`src/rtl/tl_a_client_arbiter.sv`:
```
// Round-robin arbiter for N L1 Acquire requests; keeps one Acquire in flight to L2 and routes its Grant back.
// Latency: accept at T -> m_a_valid at T+1; m_d_valid sampled at U -> c_d_valid at U+1; next accept at U+2.
// Backpressure: c_a_ready only in IDLE; m_a_valid held until m_a_ready; WAIT_D aborts after TIMEOUT_CYCLES.
module tl_a_client_arbiter #(
    parameter int N_CLIENTS      = 2,
    parameter int ADDR_W         = 32,
    parameter int DATA_W         = 32,
    parameter int TIMEOUT_CYCLES = 64
) (
    input  logic                          clk,
    input  logic                          reset,
    input  logic [N_CLIENTS-1:0]          c_a_valid,
    input  logic [N_CLIENTS-1:0]          c_a_excl,
    input  logic [N_CLIENTS*ADDR_W-1:0]   c_a_addr,
    output logic [N_CLIENTS-1:0]          c_a_ready,
    output logic [N_CLIENTS-1:0]          c_d_valid,
    output logic [DATA_W-1:0]             c_d_data,
    output logic                          c_d_excl,
    output logic                          m_a_valid,
    input  logic                          m_a_ready,
    output logic                          m_a_excl,
    output logic [ADDR_W-1:0]             m_a_addr,
    input  logic                          m_d_valid,
    input  logic [DATA_W-1:0]             m_d_data,
    input  logic                          m_d_excl,
    output logic [$clog2(N_CLIENTS)-1:0]  owner,
    output logic                          busy,
    output logic                          err_timeout
);

    localparam int IDX_W = $clog2(N_CLIENTS);
    localparam int CNT_W = $clog2(TIMEOUT_CYCLES);
    localparam logic [CNT_W-1:0] CNT_LAST = CNT_W'(TIMEOUT_CYCLES - 1);
    localparam logic [IDX_W-1:0] PTR_RST  = IDX_W'(N_CLIENTS - 1);

    typedef enum logic [1:0] {
        IDLE   = 2'd0,
        ISSUE  = 2'd1,
        WAIT_D = 2'd2,
        RESP   = 2'd3
    } state_t;

    typedef struct packed {
        logic              excl;
        logic [ADDR_W-1:0] addr;
    } req_t;

    typedef struct packed {
        logic              excl;
        logic [DATA_W-1:0] data;
    } gnt_t;

    state_t           state, state_nxt;
    logic [IDX_W-1:0] rr_ptr;
    logic [IDX_W-1:0] owner_q;
    logic [IDX_W-1:0] cand_idx;
    logic [IDX_W-1:0] win_idx;
    logic             win_vld;
    req_t             win_req;
    req_t             req_q;
    gnt_t             gnt_q;
    logic [CNT_W-1:0] cnt;
    logic             err_q;
    logic             accept;
    logic             d_take;
    logic             timeout_hit;

    // Search starts one past the last winner and wraps modulo N_CLIENTS.
    always_comb begin
        win_vld  = 1'b0;
        win_idx  = '0;
        cand_idx = '0;
        for (int k = 0; k < N_CLIENTS; k++) begin
            cand_idx = IDX_W'((int'(rr_ptr) + 1 + k) % N_CLIENTS);
            if (!win_vld && c_a_valid[cand_idx]) begin
                win_vld = 1'b1;
                win_idx = cand_idx;
            end
        end
    end

    always_comb begin
        win_req = '0;
        for (int i = 0; i < N_CLIENTS; i++) begin
            if (IDX_W'(i) == win_idx) begin
                win_req.excl = c_a_excl[i];
                win_req.addr = c_a_addr[i*ADDR_W +: ADDR_W];
            end
        end
    end

    assign accept = (state == IDLE) && win_vld;

    always_ff @(posedge clk or posedge reset) begin
        if (reset) begin
            state <= IDLE;
        end else begin
            state <= state_nxt;
        end
    end

    // m_d_valid is only looked at in WAIT_D so a sticky level cannot fake a grant.
    always_comb begin
        state_nxt   = state;
        d_take      = 1'b0;
        timeout_hit = 1'b0;
        case (state)
            IDLE: begin
                if (win_vld) state_nxt = ISSUE;
            end
            ISSUE: begin
                if (m_a_ready) state_nxt = WAIT_D;
            end
            WAIT_D: begin
                if (m_d_valid) begin
                    d_take    = 1'b1;
                    state_nxt = RESP;
                end else if (cnt == CNT_LAST) begin
                    timeout_hit = 1'b1;
                    state_nxt   = IDLE;
                end
            end
            RESP: begin
                state_nxt = IDLE;
            end
            default: begin
                state_nxt = IDLE;
            end
        endcase
    end

    always_ff @(posedge clk or posedge reset) begin
        if (reset) begin
            rr_ptr  <= PTR_RST;
            owner_q <= '0;
            req_q   <= '0;
            gnt_q   <= '0;
            cnt     <= '0;
            err_q   <= 1'b0;
        end else begin
            if (accept) begin
                rr_ptr  <= win_idx;
                owner_q <= win_idx;
                req_q   <= win_req;
            end
            // Counter is held clear while issuing and saturates rather than wrapping.
            if (state == ISSUE) begin
                cnt <= '0;
            end else if ((state == WAIT_D) && (cnt != {CNT_W{1'b1}})) begin
                cnt <= cnt + CNT_W'(1);
            end
            if (d_take) begin
                gnt_q.excl <= m_d_excl;
                gnt_q.data <= m_d_data;
            end
            err_q <= timeout_hit;
        end
    end

    // Reset gates the combinational accept strobe so every output is low while reset is held.
    always_comb begin
        c_a_ready = '0;
        if (accept && !reset) c_a_ready[win_idx] = 1'b1;
    end

    always_comb begin
        c_d_valid = '0;
        if (state == RESP) c_d_valid[owner_q] = 1'b1;
    end

    assign c_d_data    = gnt_q.data;
    assign c_d_excl    = gnt_q.excl;
    assign m_a_valid   = (state == ISSUE);
    assign m_a_excl    = req_q.excl;
    assign m_a_addr    = req_q.addr;
    assign owner       = owner_q;
    assign busy        = (state != IDLE);
    assign err_timeout = err_q;

endmodule

```
`config.mk`:
```
export PLATFORM = sky130hd
export DESIGN_NAME = tl_a_client_arbiter
export DESIGN_NICKNAME = d
export VERILOG_FILES = /design/src/rtl/tl_a_client_arbiter.sv
export SDC_FILE = /design/constraint.sdc
export NUM_CORES = 1
export LEC_CHECK = 0
export ABC_AREA = 1
export BUFFER_PORTS_ARGS = -buffer_cell sky130_fd_sc_hd__clkbuf_2
export CORE_MARGIN = 2
export CORE_UTILIZATION = 45
export DETAILED_ROUTE_END_ITERATION = 10
export GPL_ROUTABILITY_DRIVEN = 0
export PLACE_DENSITY = 0.8
export RECOVER_POWER = 50
export SLEW_MARGIN = 0
export SYNTH_ARGS = -nofsm -noshare
export SYNTH_HDL_FRONTEND = slang
export SYNTH_SLANG_ARGS = --single-unit
export TNS_END_PERCENT = 1
```
`constraint.sdc`:
```
create_clock -name clk -period 7.2 [get_ports clk]
set_input_delay 1.44 -clock clk [delete_from_list [all_inputs] [get_ports clk]]
set_output_delay 1.44 -clock clk [all_outputs]
set_load 0.02 [all_outputs]
```
# Word level (Yosys, flattened, before mapping)
# Cells that the tools add are included.
dict set report word_totals {
  elab_cells 65
  inputBits 105
  out_inout_bits 74
  reg_bits 77
}
dict set report classes {
  n_reduce_logical 12
  mux 27
  eq_ne 8
  addsub 3
  order_cmp 6
}
# op n
set ops {}
lappend ops {{$mux W33} 1}
lappend ops {{$mux W1} 15}
lappend ops {{$mux W2} 6}
lappend ops {{$mux W6} 2}
lappend ops {{$lt A1 B2 Y1 const B} 4}
lappend ops {{$pmux W2 S4} 1}
lappend ops {{$add A6 B1 Y6 const B} 1}
lappend ops {{$eq A6 B6 Y1 const B} 1}
lappend ops {{$logic_and A1 B1 Y1} 6}
lappend ops {{$ne A6 B6 Y1 const B} 1}
lappend ops {{$eq A2 B2 Y1 const B} 2}
lappend ops {{$reduce_bool A2 Y1} 2}
lappend ops {{$ne A3 B3 Y1 const B} 1}
lappend ops {{$reduce_and A3 Y1} 1}
lappend ops {{$add A1 B1 Y1 const B} 2}
lappend ops {{$demux W1 S1} 2}
lappend ops {{$eq A2 B1 Y1 const B} 1}
lappend ops {{$ge A1 B1 Y1 const B} 2}
lappend ops {{$logic_not A1 Y1} 2}
lappend ops {{$logic_not A2 Y1} 1}
lappend ops {{$ne A2 B1 Y1 const B} 1}
lappend ops {{$ne A2 B2 Y1 const B} 1}

# Longest topological paths before layout
dict set report depth {
  word_depth 12
  depth_mapped 8
  mapped_depth_nobuf 8
}

# Worst setup path before layout
# No wires, ideal clock.
dict set report synth_timing {
  path_type {in2out}
  from {input c_a_valid[0]}
  to {output c_a_ready[0]}
  path_stages 5
  arrival_ps 2326
  path_buffers 1
  path_slack_ps 3434
  required_ps 5760
  path_cell_list {nand2_1 -> nand2_1 -> clkinv_1 -> buf_2 -> nor3_2}
}
dict set report synth_via {
  elab_chain_cells 11
  word_cells_on_any_way 18
  classes_between {order compare (2); mux (11); reduce/logical (5)}
}
# element line
set synth_rtl {}
lappend synth_rtl {{from (decl)} 12} ;# input logic [N_CLIENTS-1:0] c_a_valid,
lappend synth_rtl {{$mux W1 (not written as such) (2 in a row)} 75} ;# if (!win_vld && c_a_valid[cand_idx]) begin
lappend synth_rtl {{$mux W1} 75}
lappend synth_rtl {{$logic_not A1 Y1} 75}
lappend synth_rtl {{$logic_and A1 B1 Y1} 75}
lappend synth_rtl {{$mux W1} 75}
lappend synth_rtl {{$lt A1 B2 Y1 (not written as such) or $ge A1 B1 Y1 (tied branches)} 163} ;# if (accept && !reset) c_a_ready[win_idx] = 1'b1;
lappend synth_rtl {{$logic_and A1 B1 Y1 (not written as such)} 163}
lappend synth_rtl {{$mux W1 (not written as such)} 163}
lappend synth_rtl {{$demux W1 S1} 163}
lappend synth_rtl {{$mux W2 *} 163}
lappend synth_rtl {{to (decl)} 15} ;# output logic [N_CLIENTS-1:0] c_a_ready,
# Mark *: on every way between the ends. The rest lies on a longest branch, timed or not. The select of a mux whose other input is x is not followed.

# Final worst setup path
dict set report layout_timing {
  from {input c_a_valid[0]}
  to {output c_a_ready[1]}
}
# Same word-level chain as after synthesis.

==> metrics.cfg <==
[run_status]
status = complete, but fails checks
violations = max-capacitance violations, max-slew violations

[critical_path]
crit_arrival_ps = 3400
crit_path_max_fanout = 35
crit_required_ps = 5760
critPathKind = primary input to output port
endpoint_kind = output port
start_kind = primary input

[cts]
cts_hold_buf = 0
cts_sinks = 77
cts-htree-levels = 3
clkTransAtPathRegs_ps = 70
clk_latency_ps = 340
numCtsBuffers = 9
clockRootBuffer = clkbuf_8
cts_tree = yes
cts_buffer_depth = 2
post_cts_buffers = 0
post_cts_resized = 0

[power_and_ir_drop]
swShare_pct = 45.80
ir_worst_vdd_uv = 207.6
p_int_w = 0.001042
leakage_nw = 2.767
seq_power_share_pct = 38.6
power.switching_w = 0.0008804
power_w = 0.001922
clkPwrFrac_pct = 16.2
combPwrFrac_pct = 45.1
power_density_nw_per_um2 = 420.0

[timing]
slew_violations = 80
clock.fmax_mhz = 206.7
relSlewSlack_pct = -33.74
worst_hold_slack_ps = 471.5
finalHoldViolCount = 0
finClkSkew_ps = 12.36
finalCritPeriodShare_pct = 67.19
worst_slew_pin_slew_ps = 2006
rsz0062_at_grt = false
finalSetupViolCount = 0
min_period_ps = 4837
fin_tns_setup_ps = 0

[global_routing]
grt_max_degree = 41
grt_usage_pct = 21.28
met2_usage_pct = 37.38
grt_use_met3_pct = 4.191
globalRoute.busiestLayer = met2
grt_overflow_total = 0
antenna_found_initial = 0
grtUsageMet1_pct = 25.85
grt_pass1_vias = 3314
grt_pass1_wl_um = 14370

[route]
drtIter0Drc = 91
wl_um = 8860
num_vias = 3456
post_drt_wl_per_cell_um = 11.86
drc = 0
drt-pass1-iter-count = 4
vias_per_cell = 4.627
ant_nets = 0

[yosys]
yosysWarningCount = 0
synth_most_common_cell = nand2_1
synth_flop_cell = dfrtp_1
ys_seq_area_share_pct = 55.33
ys_seq_elements = 77
syn_avg_cell_area_um2 = 7.462
syn_inst = 467
synth_nets = 573
async_flop_share_pct = 100.0
synth_top_area_share_pct = 54.58
synth_edf_count = 0
yosysUniqueCellTypes = 22
ys_top_cells_by_count = nand2_1 (324), dfrtp_1 (76), buf_2 (9), inv_1 (9), nor2_1 (9)
synthTopCellsByArea = dfrtp_1 (55%), nand2_1 (35%), buf_2 (1.3%)
yosys.area.top_type = dfrtp_1
syn-cell-area_um2 = 3485

[layout]
insertedDiodeCount = 0
fin_util_pct = 60.16
nFillCells = 745
nNetsFinal = 746
drive_gt1_share_pct = 26.67
design_area_um2 = 4577
area_growth_pct = 31.35

[placed_design]
portBuffers = 178
dpl.hpwl_um = 6744
dpl_cell_area_um2 = 4429

[floorplanning]
num_io_pins = 179
initial_utilization_pct = 45.81
die_h_um = 92.00
core_area_um2 = 7607
die_w_um = 92.00
num_rows = 32
dieArea_um2 = 8463

[flow_run]
max-cap-violations = 2

[worst_hold_path]
min_path_type = register to register

## cell type report
cell class | count | area [µm²] | area share [%]
clock buffer | 10 | 127.6 | 2.788
clock inverter | 6 | 63.81 | 1.394
inverter | 13 | 50.05 | 1.093
multi-input combinational | 359 | 1418 | 30.97
sequential | 77 | 1928 | 42.13
tap | 102 | 127.6 | 2.788
timing repair buffer | 180 | 862.1 | 18.84
## state kept, by name, indices dropped and copies added (netlist names)
| register | count |
|---|---|
| m_a_excl | 1 |
| owner | 1 |
| c_d_excl | 1 |
| m_a_addr | 32 |
| state | 2 |
| cnt | 6 |
| c_d_data | 32 |
| err_timeout | 1 |
| rr_ptr | 1 |
## power by group through the flow
stage,Combinational [W],Sequential (W),Clock (W)
2_1_floorplan,0.000386,0.000941,0
3_3_place_gp,0.000871,0.000741,0
3_5_place_dp,0.000898,0.000746,0
4_1_cts,0.000897,0.000742,0.000321
5_1_grt,0.000970,0.000766,0.000336
6_report,0.000868,0.000742,0.000312
## logic make-up after synthesis
kind of cell | count (synthesis) | synth area share [%]
and+or+nand+nor | 348 | 38.35
buffers and inverters | 31 | 3.985
xor gates and xnor gates | 2 | 0.5028
adders and majority gates | 1 | 0.3590
DFF | 77 | 55.33
AOI/OAI and AO/OA | 8 | 1.472
## layer usage
layer | part of all wire [%] | vias to the layer above
met5 | 0 | -
met4 | 1.6 | 0
met3 | 6.4 | 12
met2 | 49 | 131
met1 | 43 | 1560
li1 | - | 1753
## final timing paths
check                      slack (ps)  depth (start not counted)           end         start
max in group asynchronous        3210                          3   c_d_data[5]         reset
setup reg to reg                 4800                          6      state[0]      state[1]
min in group asynchronous        1520                          2   m_a_addr[7]         reset
hold / removal                    470                          2  m_a_addr[11]  m_a_addr[11]
hold reg to reg                   470                          2  m_a_addr[11]  m_a_addr[11]
setup / recovery                 2360                          8  c_a_ready[1]  c_a_valid[0]
## worst max-delay path, stage by stage
cell and delay, ps:
clkbuf_2 110, nand2_1 50, nand2_1 50, buf_4 300, clkinv_1 800, nand2_1 410, nor2_1 70, clkbuf_2 160
## cells in the final DEF, fill, tap and decap left out, types with 2 or more instances in the layout
master      instances
a21oi_1             3
clkbuf_1           34
clkbuf_2          146
clkbuf_8            9
clkinv_2            2
clkinvlp_4          2
dfrtp_1            76
inv_1               8
inv_2               3
nand2_1           324
nand3_1             7
nor2_1              9
nor2_2              2
nor3_1              2
o21ai_0             4
xor2_1              2
## metrics by stage
stage,cells,setup slack (ps)
after detailed placement,731,2382
after floorplan,467,3434
after global routing,747,2152
after global placement,731,2471
after CTS,747,2382
final,747,2363
(Power assumes the default switching activity.)
